### src/rtl/punc_control_pkg.sv
// Shared encodings for the PUnC control unit: states, opcodes, mux selects and control word.
package punc_control_pkg;

    localparam int unsigned IR_W    = 16;
    localparam int unsigned STATE_W = 3;

    typedef enum logic [STATE_W-1:0] {
        S_INIT  = 3'd0,
        S_FETCH = 3'd1,
        S_DECODE = 3'd2,
        S_EXEC  = 3'd3,
        S_EXEC2 = 3'd4,
        S_HALT  = 3'd5
    } state_t;

    localparam logic [3:0] OP_BR   = 4'b0000;
    localparam logic [3:0] OP_ADD  = 4'b0001;
    localparam logic [3:0] OP_LD   = 4'b0010;
    localparam logic [3:0] OP_ST   = 4'b0011;
    localparam logic [3:0] OP_JSR  = 4'b0100;
    localparam logic [3:0] OP_AND  = 4'b0101;
    localparam logic [3:0] OP_LDR  = 4'b0110;
    localparam logic [3:0] OP_STR  = 4'b0111;
    localparam logic [3:0] OP_RTI  = 4'b1000;
    localparam logic [3:0] OP_NOT  = 4'b1001;
    localparam logic [3:0] OP_LDI  = 4'b1010;
    localparam logic [3:0] OP_STI  = 4'b1011;
    localparam logic [3:0] OP_JMP  = 4'b1100;
    localparam logic [3:0] OP_RES  = 4'b1101;
    localparam logic [3:0] OP_LEA  = 4'b1110;
    localparam logic [3:0] OP_HALT = 4'b1111;

    localparam logic [1:0] PC_SEL_OFF9  = 2'd0;
    localparam logic [1:0] PC_SEL_OFF11 = 2'd1;
    localparam logic [1:0] PC_SEL_RQ    = 2'd2;

    localparam logic [1:0] RD_ADDR_PC      = 2'd0;
    localparam logic [1:0] RD_ADDR_OFF9    = 2'd1;
    localparam logic [1:0] RD_ADDR_RP      = 2'd2;
    localparam logic [1:0] RD_ADDR_RQ_OFF6 = 2'd3;

    localparam logic [1:0] WR_ADDR_OFF9    = 2'd0;
    localparam logic [1:0] WR_ADDR_TEMP    = 2'd1;
    localparam logic [1:0] WR_ADDR_RQ_OFF6 = 2'd2;

    localparam logic [1:0] RF_DATA_ALU     = 2'd0;
    localparam logic [1:0] RF_DATA_DMEM    = 2'd1;
    localparam logic [1:0] RF_DATA_PC      = 2'd2;
    localparam logic [1:0] RF_DATA_PC_OFF9 = 2'd3;

    localparam logic RF_ADDR_DR  = 1'b0;
    localparam logic RF_ADDR_R7  = 1'b1;
    localparam logic RP_ADDR_DR  = 1'b0;
    localparam logic RP_ADDR_SR2 = 1'b1;

    localparam logic [1:0] ALU_ADD  = 2'd0;
    localparam logic [1:0] ALU_AND  = 2'd1;
    localparam logic [1:0] ALU_NOT  = 2'd2;
    localparam logic [1:0] ALU_PASS = 2'd3;

    localparam logic ALU_A_RP   = 1'b0;
    localparam logic ALU_A_IMM5 = 1'b1;

    localparam int unsigned BR_N = 11;
    localparam int unsigned BR_Z = 10;
    localparam int unsigned BR_P = 9;

    typedef struct packed {
        logic       pc_ld;
        logic       pc_clr;
        logic       pc_inc;
        logic [1:0] pc_sel;
        logic       ir_ld;
        logic       ir_clr;
        logic       dmem_rd;
        logic       dmem_wr;
        logic [1:0] dmem_r_addr_sel;
        logic [1:0] dmem_w_addr_sel;
        logic [1:0] rf_w_data_sel;
        logic       rf_w_addr_sel;
        logic       rf_w_wr;
        logic       rf_rp_addr_sel;
        logic       rf_rp_rd;
        logic       rf_rq_rd;
        logic       temp_ld;
        logic       nzp_ld;
        logic       nzp_clr;
        logic [1:0] alu_sel;
        logic       alu_in_a_sel;
    } ctrl_t;

    function automatic logic [3:0] ir_opcode(input logic [IR_W-1:0] ir);
        return ir[15:12];
    endfunction

endpackage

### src/rtl/punc_if.sv
// Control/datapath boundary: IR and branch match in, control word and status out.
interface punc_if;
    import punc_control_pkg::*;

    logic [IR_W-1:0]    ir;
    logic               nzp_match;
    ctrl_t              ctrl;
    logic               halted;
    logic [STATE_W-1:0] state_debug;

    modport master (input ir, nzp_match, output ctrl, halted, state_debug);
    modport slave  (output ir, nzp_match, input ctrl, halted, state_debug);
endinterface

### src/rtl/punc_control_decode.sv
// Combinational map from (state, IR, nzp_match) to the datapath control word.
module punc_decode
    import punc_control_pkg::*;
(
    input  state_t          state,
    input  logic [IR_W-1:0] ir,
    input  logic            nzp_match,
    output ctrl_t           ctrl
);

    logic [3:0] op;
    logic       unused_ir_bits;

    assign op = ir_opcode(ir);
    // Register fields and offsets are consumed by the datapath, not here.
    assign unused_ir_bits = ^{ir[10:6], ir[4:0]};

    always_comb begin
        ctrl = '0;
        case (state)
            S_INIT: begin
                ctrl.pc_clr  = 1'b1;
                ctrl.ir_clr  = 1'b1;
                ctrl.nzp_clr = 1'b1;
            end
            S_FETCH: begin
                ctrl.dmem_rd         = 1'b1;
                ctrl.dmem_r_addr_sel = RD_ADDR_PC;
                ctrl.ir_ld           = 1'b1;
                ctrl.pc_inc          = 1'b1;
            end
            S_EXEC: begin
                case (op)
                    OP_ADD, OP_AND: begin
                        ctrl.rf_rq_rd       = 1'b1;
                        ctrl.rf_rp_rd       = 1'b1;
                        ctrl.rf_rp_addr_sel = RP_ADDR_SR2;
                        ctrl.alu_in_a_sel   = ir[5] ? ALU_A_IMM5 : ALU_A_RP;
                        ctrl.alu_sel        = (op == OP_AND) ? ALU_AND : ALU_ADD;
                        ctrl.rf_w_data_sel  = RF_DATA_ALU;
                        ctrl.rf_w_wr        = 1'b1;
                        ctrl.nzp_ld         = 1'b1;
                    end
                    OP_NOT: begin
                        ctrl.alu_sel  = ALU_NOT;
                        ctrl.rf_rq_rd = 1'b1;
                        ctrl.rf_w_wr  = 1'b1;
                        ctrl.nzp_ld   = 1'b1;
                    end
                    OP_BR: begin
                        ctrl.pc_ld  = nzp_match;
                        ctrl.pc_sel = PC_SEL_OFF9;
                    end
                    OP_JMP: begin
                        ctrl.pc_ld  = 1'b1;
                        ctrl.pc_sel = PC_SEL_RQ;
                    end
                    OP_JSR: begin
                        ctrl.rf_w_addr_sel = RF_ADDR_R7;
                        ctrl.rf_w_data_sel = RF_DATA_PC;
                        ctrl.rf_w_wr       = 1'b1;
                        ctrl.pc_ld         = 1'b1;
                        ctrl.pc_sel        = ir[11] ? PC_SEL_OFF11 : PC_SEL_RQ;
                    end
                    OP_LD, OP_LDI, OP_LDR: begin
                        // LDI parks the pointer in DR; EXEC2 dereferences it.
                        ctrl.dmem_r_addr_sel = (op == OP_LDR) ? RD_ADDR_RQ_OFF6 : RD_ADDR_OFF9;
                        ctrl.rf_w_data_sel   = RF_DATA_DMEM;
                        ctrl.rf_w_wr         = 1'b1;
                        ctrl.nzp_ld          = 1'b1;
                    end
                    OP_LEA: begin
                        ctrl.rf_w_data_sel = RF_DATA_PC_OFF9;
                        ctrl.rf_w_wr       = 1'b1;
                        ctrl.nzp_ld        = 1'b1;
                    end
                    OP_ST, OP_STR: begin
                        ctrl.rf_rp_addr_sel  = RP_ADDR_DR;
                        ctrl.dmem_w_addr_sel = (op == OP_STR) ? WR_ADDR_RQ_OFF6 : WR_ADDR_OFF9;
                        ctrl.dmem_wr         = 1'b1;
                    end
                    OP_STI: begin
                        ctrl.dmem_r_addr_sel = RD_ADDR_OFF9;
                        ctrl.temp_ld         = 1'b1;
                    end
                    OP_RTI, OP_RES: ;
                    default: ;
                endcase
            end
            S_EXEC2: begin
                if (op == OP_LDI) begin
                    ctrl.dmem_r_addr_sel = RD_ADDR_RP;
                    ctrl.rf_rp_addr_sel  = RP_ADDR_DR;
                    ctrl.rf_w_data_sel   = RF_DATA_DMEM;
                    ctrl.rf_w_wr         = 1'b1;
                    ctrl.nzp_ld          = 1'b1;
                end else if (op == OP_STI) begin
                    ctrl.rf_rp_addr_sel  = RP_ADDR_DR;
                    ctrl.dmem_w_addr_sel = WR_ADDR_TEMP;
                    ctrl.dmem_wr         = 1'b1;
                end
            end
            default: ;
        endcase
    end

endmodule

### src/rtl/punc_control.sv
// PUnC control unit: FETCH/DECODE/EXEC sequencer driving the datapath control word.
module punc_control
    import punc_control_pkg::*;
(
    input logic   clk,
    input logic   rst,
    punc_if.master bus
);

    state_t state;
    ctrl_t  dec_ctrl;

    always_ff @(posedge clk) begin
        if (rst) begin
            state <= S_INIT;
        end else begin
            case (state)
                S_INIT:   state <= S_FETCH;
                S_FETCH:  state <= S_DECODE;
                S_DECODE: state <= (ir_opcode(bus.ir) == OP_HALT) ? S_HALT : S_EXEC;
                S_EXEC:   state <= (ir_opcode(bus.ir) == OP_LDI || ir_opcode(bus.ir) == OP_STI)
                                   ? S_EXEC2 : S_FETCH;
                S_EXEC2:  state <= S_FETCH;
                S_HALT:   state <= S_HALT;
                default:  state <= S_INIT;
            endcase
        end
    end

    punc_decode u_decode (
        .state     (state),
        .ir        (bus.ir),
        .nzp_match (bus.nzp_match),
        .ctrl      (dec_ctrl)
    );

    // Control word is state+IR decode; reset forces it idle so an aborted instruction cannot write.
    assign bus.ctrl        = rst ? '0 : dec_ctrl;
    assign bus.halted      = !rst && (state == S_HALT);
    assign bus.state_debug = rst ? STATE_W'(0) : STATE_W'(state);

endmodule

### src/flat_wrapper.sv
// flat-port wrapper written by rule: the top's interface ports become plain ports
module punc_control_flat import punc_control_pkg::*;
  (clk, rst, bus_ir, bus_nzp_match, bus_ctrl, bus_halted, bus_state_debug);
  punc_if bus_i ();
  input logic clk;
  input logic rst;
  input wire logic [$bits(bus_i.ir)-1:0] bus_ir;
  input wire logic [$bits(bus_i.nzp_match)-1:0] bus_nzp_match;
  output wire logic [$bits(bus_i.ctrl)-1:0] bus_ctrl;
  output wire logic [$bits(bus_i.halted)-1:0] bus_halted;
  output wire logic [$bits(bus_i.state_debug)-1:0] bus_state_debug;
  assign bus_i.ir = bus_ir;
  assign bus_i.nzp_match = bus_nzp_match;
  assign bus_ctrl = bus_i.ctrl;
  assign bus_halted = bus_i.halted;
  assign bus_state_debug = bus_i.state_debug;
  punc_control u_core (.clk(clk), .rst(rst), .bus(bus_i));
endmodule
### config.mk
export PLATFORM = sky130hd
export DESIGN_NAME = punc_control_flat
export DESIGN_NICKNAME = d
export VERILOG_FILES = /design/src/rtl/punc_control_pkg.sv /design/src/rtl/punc_if.sv /design/src/rtl/punc_control_decode.sv /design/src/rtl/punc_control.sv /design/src/flat_wrapper.sv
export SDC_FILE = /design/constraint.sdc
export NUM_CORES = 1
export LEC_CHECK = 0
export ABC_CLOCK_PERIOD_IN_PS = 2890
export BUFFER_PORTS_ARGS = -buffer_cell sky130_fd_sc_hd__buf_2
export CAP_MARGIN = 20
export CORE_MARGIN = 2
export CORE_UTILIZATION = 40
export DETAILED_ROUTE_END_ITERATION = 16
export MAX_ROUTING_LAYER = met4
export PLACE_DENSITY = 0.92
export SYNTH_ARGS = -nofsm -noshare
export SYNTH_HDL_FRONTEND = slang
export SYNTH_SLANG_ARGS = --single-unit
### constraint.sdc
create_clock -name clk -period 2.89 [get_ports clk]
set_clock_uncertainty 0.15 [all_clocks]
set_input_delay 0.4335 -clock clk [delete_from_list [all_inputs] [get_ports clk]]
set_output_delay 0.4335 -clock clk [all_outputs]
set_load 0.01 [all_outputs]
=== Word level (Yosys, flattened, before mapping) ===
Cells that the tools add are included.

* Bits in registers: 3
* Input bits: 19
* Output and inout bits: 30
* Logic and storage cells: 74

* Equality and inequality tests: 18
* Multiplexer cells: 42
* Reduce and logical (&&, ||, !) cells: 13

{| class="wikitable"
|+ Operators with widths
! cell !! number
|-
| $mux W26 || 1
|-
| $eq A4 B4 Y1 const B || 6
|-
| $pmux W2 S2 || 5
|-
| $mux W1 || 19
|-
| $eq A4 B3 Y1 const B || 4
|-
| $mux W3 || 5
|-
| $pmux W3 S5 || 1
|-
| $mux W2 || 6
|-
| $eq A4 B2 Y1 const B || 2
|-
| $pmux W4 S2 || 1
|-
| $reduce_or A2 Y1 || 4
|-
| $reduce_or A8 Y1 || 1
|-
| $reduce_or A7 Y1 || 1
|-
| $eq A3 B2 Y1 const B || 2
|-
| $eq A3 B3 Y1 const B || 2
|-
| $pmux W1 S2 || 3
|-
| $pmux W2 S3 || 1
|-
| $reduce_or A3 Y1 || 2
|-
| $eq A4 B1 Y1 const B || 1
|-
| $logic_not A4 Y1 || 1
|-
| $eq A3 B1 Y1 const B || 1
|-
| $logic_not A3 Y1 || 1
|-
| $logic_and A1 B1 Y1 || 1
|-
| $logic_not A1 Y1 || 1
|-
| $logic_or A1 B1 Y1 || 1
|}

=== Depth between registers and ports, before layout ===
* Depth in word-level cells: 5
* Mapped depth: 4
* Depth with buffers taken out: 3

=== By module ===
From an unflattened synthesis, not the netlist that was laid out.

* Cell total of the unflattened synthesis: 97
* Area, all modules: 700.7 um2

{| class="wikitable"
|+ Modules (own cells, without submodules)
! module !! times used !! cells each !! area each (um2) !! seq. area each (um2)
|-
| punc_control || 1 || 48 || 356.6 || 60.1
|-
| punc_decode || 1 || 49 || 344.1 || 0.0
|}

=== Least setup slack after synthesis ===
OpenSTA, ideal clock, no wires.

* Path kind: input to output
* Start: input port bus_ir[14]
* End: output port bus_ctrl[16]
* Data arrival time: 1.333 ns
* Required time: 2.307 ns
* Slack: 0.974 ns
* Stages on the path: 4
* Path buffers: 1
* Cells stage by stage: buf_4 > nand2b_1 > or3_1 > a211oi_2

* Cells in the longest elaborated chain, start to end: 5
* Elaborated cells on any way between the ends: 10
* Classes of those cells: eq/ne: 4; mux: 5; reduce/logical: 1

{| class="wikitable"
|+ RTL lines
! element !! RTL line !! text
|-
| start, declared || flat_wrapper.sv:7 || <nowiki>input wire logic [$bits(bus_i.ir)-1:0] bus_ir;</nowiki>
|-
| $eq A4 B3 Y1 (tied with other cells) || punc_control_decode.sv:33, punc_control_decode.sv:67 ||
|-
| $reduce_or A3 Y1 / $mux W2 (equally long branches) || - ||
|-
| $pmux W2 S2 || punc_control_decode.sv:33 || <nowiki>case (op)</nowiki>
|-
| $pmux W2 S2 * || punc_control_decode.sv:20 || <nowiki>case (state)</nowiki>
|-
| $mux W26 * || punc_control.sv:38 || <nowiki>assign bus.ctrl = rst ? '0 : dec_ctrl;</nowiki>
|-
| end, declared || flat_wrapper.sv:9 || <nowiki>output wire logic [$bits(bus_i.ctrl)-1:0] bus_ctrl;</nowiki>
|}

Every way passes the cells marked *; elsewhere a longest branch is shown, timed or not.

=== Final worst setup path ===
* Start: register u_core.state[1]
* End: output port bus_ctrl[21]

* Cells in the longest elaborated chain, start to end: 3

{| class="wikitable"
|+ RTL lines
! element !! RTL line !! text
|-
| start, declared || punc_control.sv:10 || <nowiki>state_t state;</nowiki>
|-
| start signal, assigned || punc_control.sv:20 || <nowiki>S_DECODE: state <= (ir_opcode(bus.ir) == OP_HALT) ? S_HALT : S_EXEC;</nowiki>
|-
| start signal, assigned || punc_control.sv:21 || <nowiki>S_EXEC: state <= (ir_opcode(bus.ir) == OP_LDI || ir_opcode(bus.ir) == OP_STI)</nowiki>
|-
| $eq A3 B2 Y1 || punc_control_decode.sv:20 ||
|-
| $mux W2 || punc_control_decode.sv:20 ||
|-
| $mux W26 || punc_control.sv:38 ||
|}

Every way passes these cells.

==> impl_results.md <==
* Status: completed
* Regs by FF count: u_core.state: 3 flops
* Req. time, crit path at 2.31 ns
* Net load switching power at between 0.00006 and 0.00007 W
* Synth area leader: dfxtp_1
* Met3 WL post-DR at around 110 um
* Setup TNS after final layout at 0 ns
* Cell Area, Synth at around 560 sq um
* Worst-Margin Slew at 0.394 ns
* Diode count at 0
* Power per cell area at 264 nW/um^2
* Num CTS Buffers at 3
* Starting Density at around 43%
* Top cells by area, synth: dfxtp_1 (11%), buf_4 (6.7%), nor2_1 (6.7%)
* RSZ-0062 raised after global routing: false
* Max clock buf depth at 2
* H-tree Lvls at 1
* RePlAce Congestion at roughly 0.75
* Vias in the first global route at roughly 570
* Chip Height at 41.6 um
* Final wirelength at roughly 1.4 mm
* First-pass GRT wire length at 2.25 mm
* WL met1 at 630 um
* Antenna violations before repair at 0
* Die area at around 1700 sq um
* Post-synthesis net count at 96
* Period utilisation layout at 77.2%
* Int Pwr at approximately 0.00012 W
* Cts hold-fix bufs at 0
* Pre-CTS setup slack at 0.699 ns
* Largest net degree at the start of global routing at 14
* Syn Area/Cell at roughly 7.3 sq um
* Max stage delay on crit path at approximately 0.55 ns
* First-pass DRT Iterations at 4
* Rows at 13
* Crit Path Class: flip-flop to output pin
* Register bank with the most flops: u_core.state
* Worst setup margin at roughly 0.66 ns
* Final ANT Viol Nets at 0
* Min-delay worst type: input pin to flip-flop
* Max Fclk at between 0.4 and 0.5 GHz
* Sequential area share after synthesis at a little over a tenth
* Final setup viols at 0
* Worst-path clk slew at 0.04 ns
* Top-area cell type share of the netlist area at 10.6%
* I/O Buffers at 38
* Final nets at 128
* Seq cells post-synth at 3
* Worst skew pair latency at about 0.24 ns
* Die X at roughly 42 um
* DR WL/cell at between 10 and 15 um
* Yosys Warn Count at 0
* Netlist cell types at 35
* Crit-path cells: nand4bb_4 -> or3_4 -> nor3_2 -> buf_2
* Most frequent cells in the layout: buf_2 (38), nor2_1 (10), nand2_1 (7)
* Area delta synth->final at 28.8%
* # DRC at 0
* Vias at between 600 and 700
* I/O pin cnt at between 40 and 50
* Combinational power share at roughly a third
* Max Cap Violations at 0
* Slowest-stage cell, CP: dfxtp_1
* DR vias/cell at between 5 and 6
* Synth async-reset ratio at 0%
* Max FFs per register at 3
* Cell count after synthesis at 77
* Top Metal Used: met4
* Max IR drop VDD at between 0.08 and 0.09 mV
* Setup crit end kind: output pin
* Grt ovf at 0
* Clock network power share at between 40% and 50%
* Sw Share at 35.8%
* Max-slew headroom at between 70% and 80%
* Clk sinks at 3
* Core ar. at about 1300 sq um
* Post-synth top flop: dfxtp_1
* Layout cells sized above 1 at ~46%
* Pleak at 0.357 nW
* Slew Limit Fails at 0
* Crit path max fanout at 11
* Number of synthesized flops with an enable pin at 0
* Final worst path period need at around 2.2 ns
* Most common cell after layout, fill and taps aside: buf_2
* Final hold violations at 0
* GRT Total Usage at between 10% and 20%
* CTS resizes at 0
* 1st-iter DRT viols at 9
* Crit start category: flip-flop
* Setup Buffers After CTS at 0
* Metal2 WL at between 600 and 700 um
* Worst Path Arrival at about 1.7 ns
* CTS tree: yes
* Post-DP HPWL at roughly 1.1 mm
* Clk root buf: clkbuf_4
* Filler cell count at approximately 140
* Seq pwr share at 27.7%
[cell families after synthesis]
logic type                Yosys count  synth area share, %
and+or+nand+nor                    46                 57.7
buffers and inverters              15                 15.5
AOI/OAI and AO/OA                  12                 14.6
DFF                                 3                 10.6
xor gates and xnor gates            1                 1.55
[metal layers]
metal,up-vias,track usage [%]
li1,327,-
met4,0,9.68
met2,38,28.7
met3,2,1.30
met1,298,18.6
met5,-,-
[layout make-up]
class / instances / area, sq um / share of cell area, %
clock buffers: 4 / 26.3 / 3.61
inverters: 4 / 15.0 / 2.07
multi-input cells: 59 / 417 / 57.3
flip-flops and latches: 3 / 60.1 / 8.26
well taps: 15 / 18.8 / 2.58
repair buffers: 38 / 190 / 26.2
[worst paths after layout]
kind / startpoint / to / slack [ns] / depth (start not counted)
max: u_core.state[1] / bus_ctrl[21] / 0.66 / 4
min: rst / u_core.state[1] / 0.39 / 2
max reg2reg: u_core.state[1] / u_core.state[2] / 1.43 / 3
min reg2reg: u_core.state[2] / u_core.state[1] / 0.50 / 1
[stage by stage]
stage          area, sq um  power, W  utilization, %  cells  hold WS (ns)
6_report               727  0.000192            55.2    123         0.389
3_3_place_gp           701  0.000113            53.2    119         0.487
5_1_grt                727  0.000202            55.2    123         0.417
3_5_place_dp           701  0.000115            53.2    119         0.513
4_1_cts                727  0.000195            55.2    123         0.384
2_1_floorplan          564  0.000105               -     77         0.452
[cells in the mapped netlist (all sizes together), types with 2 or more instances]
library cell  number
nand3b             2
a21oi              3
or2b               2
nand2              7
buf               10
a211oi             4
nor2              10
inv                4
dfxtp              3
o21ai              2
nor2b              3
nor3               5
or3                2
nand2b             3
nor3b              2
[worst max-delay path, delay by kind of cell, from the launching register on]
kind	cells	cell delay [ns]
AND/OR/NAND/NOR	3	0.70
flip-flops	1	0.55
buffers and inverters	1	0.15
[power by group through the flow]
stage	combinational (W)	sequential (W)	clock [W]
after floorplan	0.0000557	0.0000497	0
after global placement	0.0000593	0.0000534	0
after detailed placement	0.0000611	0.0000538	0
after CTS	0.0000614	0.0000533	0.0000800
after global routing	0.0000668	0.0000544	0.0000810
final	0.0000612	0.0000532	0.0000777
No activity file was read; power rests on OpenSTA's default activity.
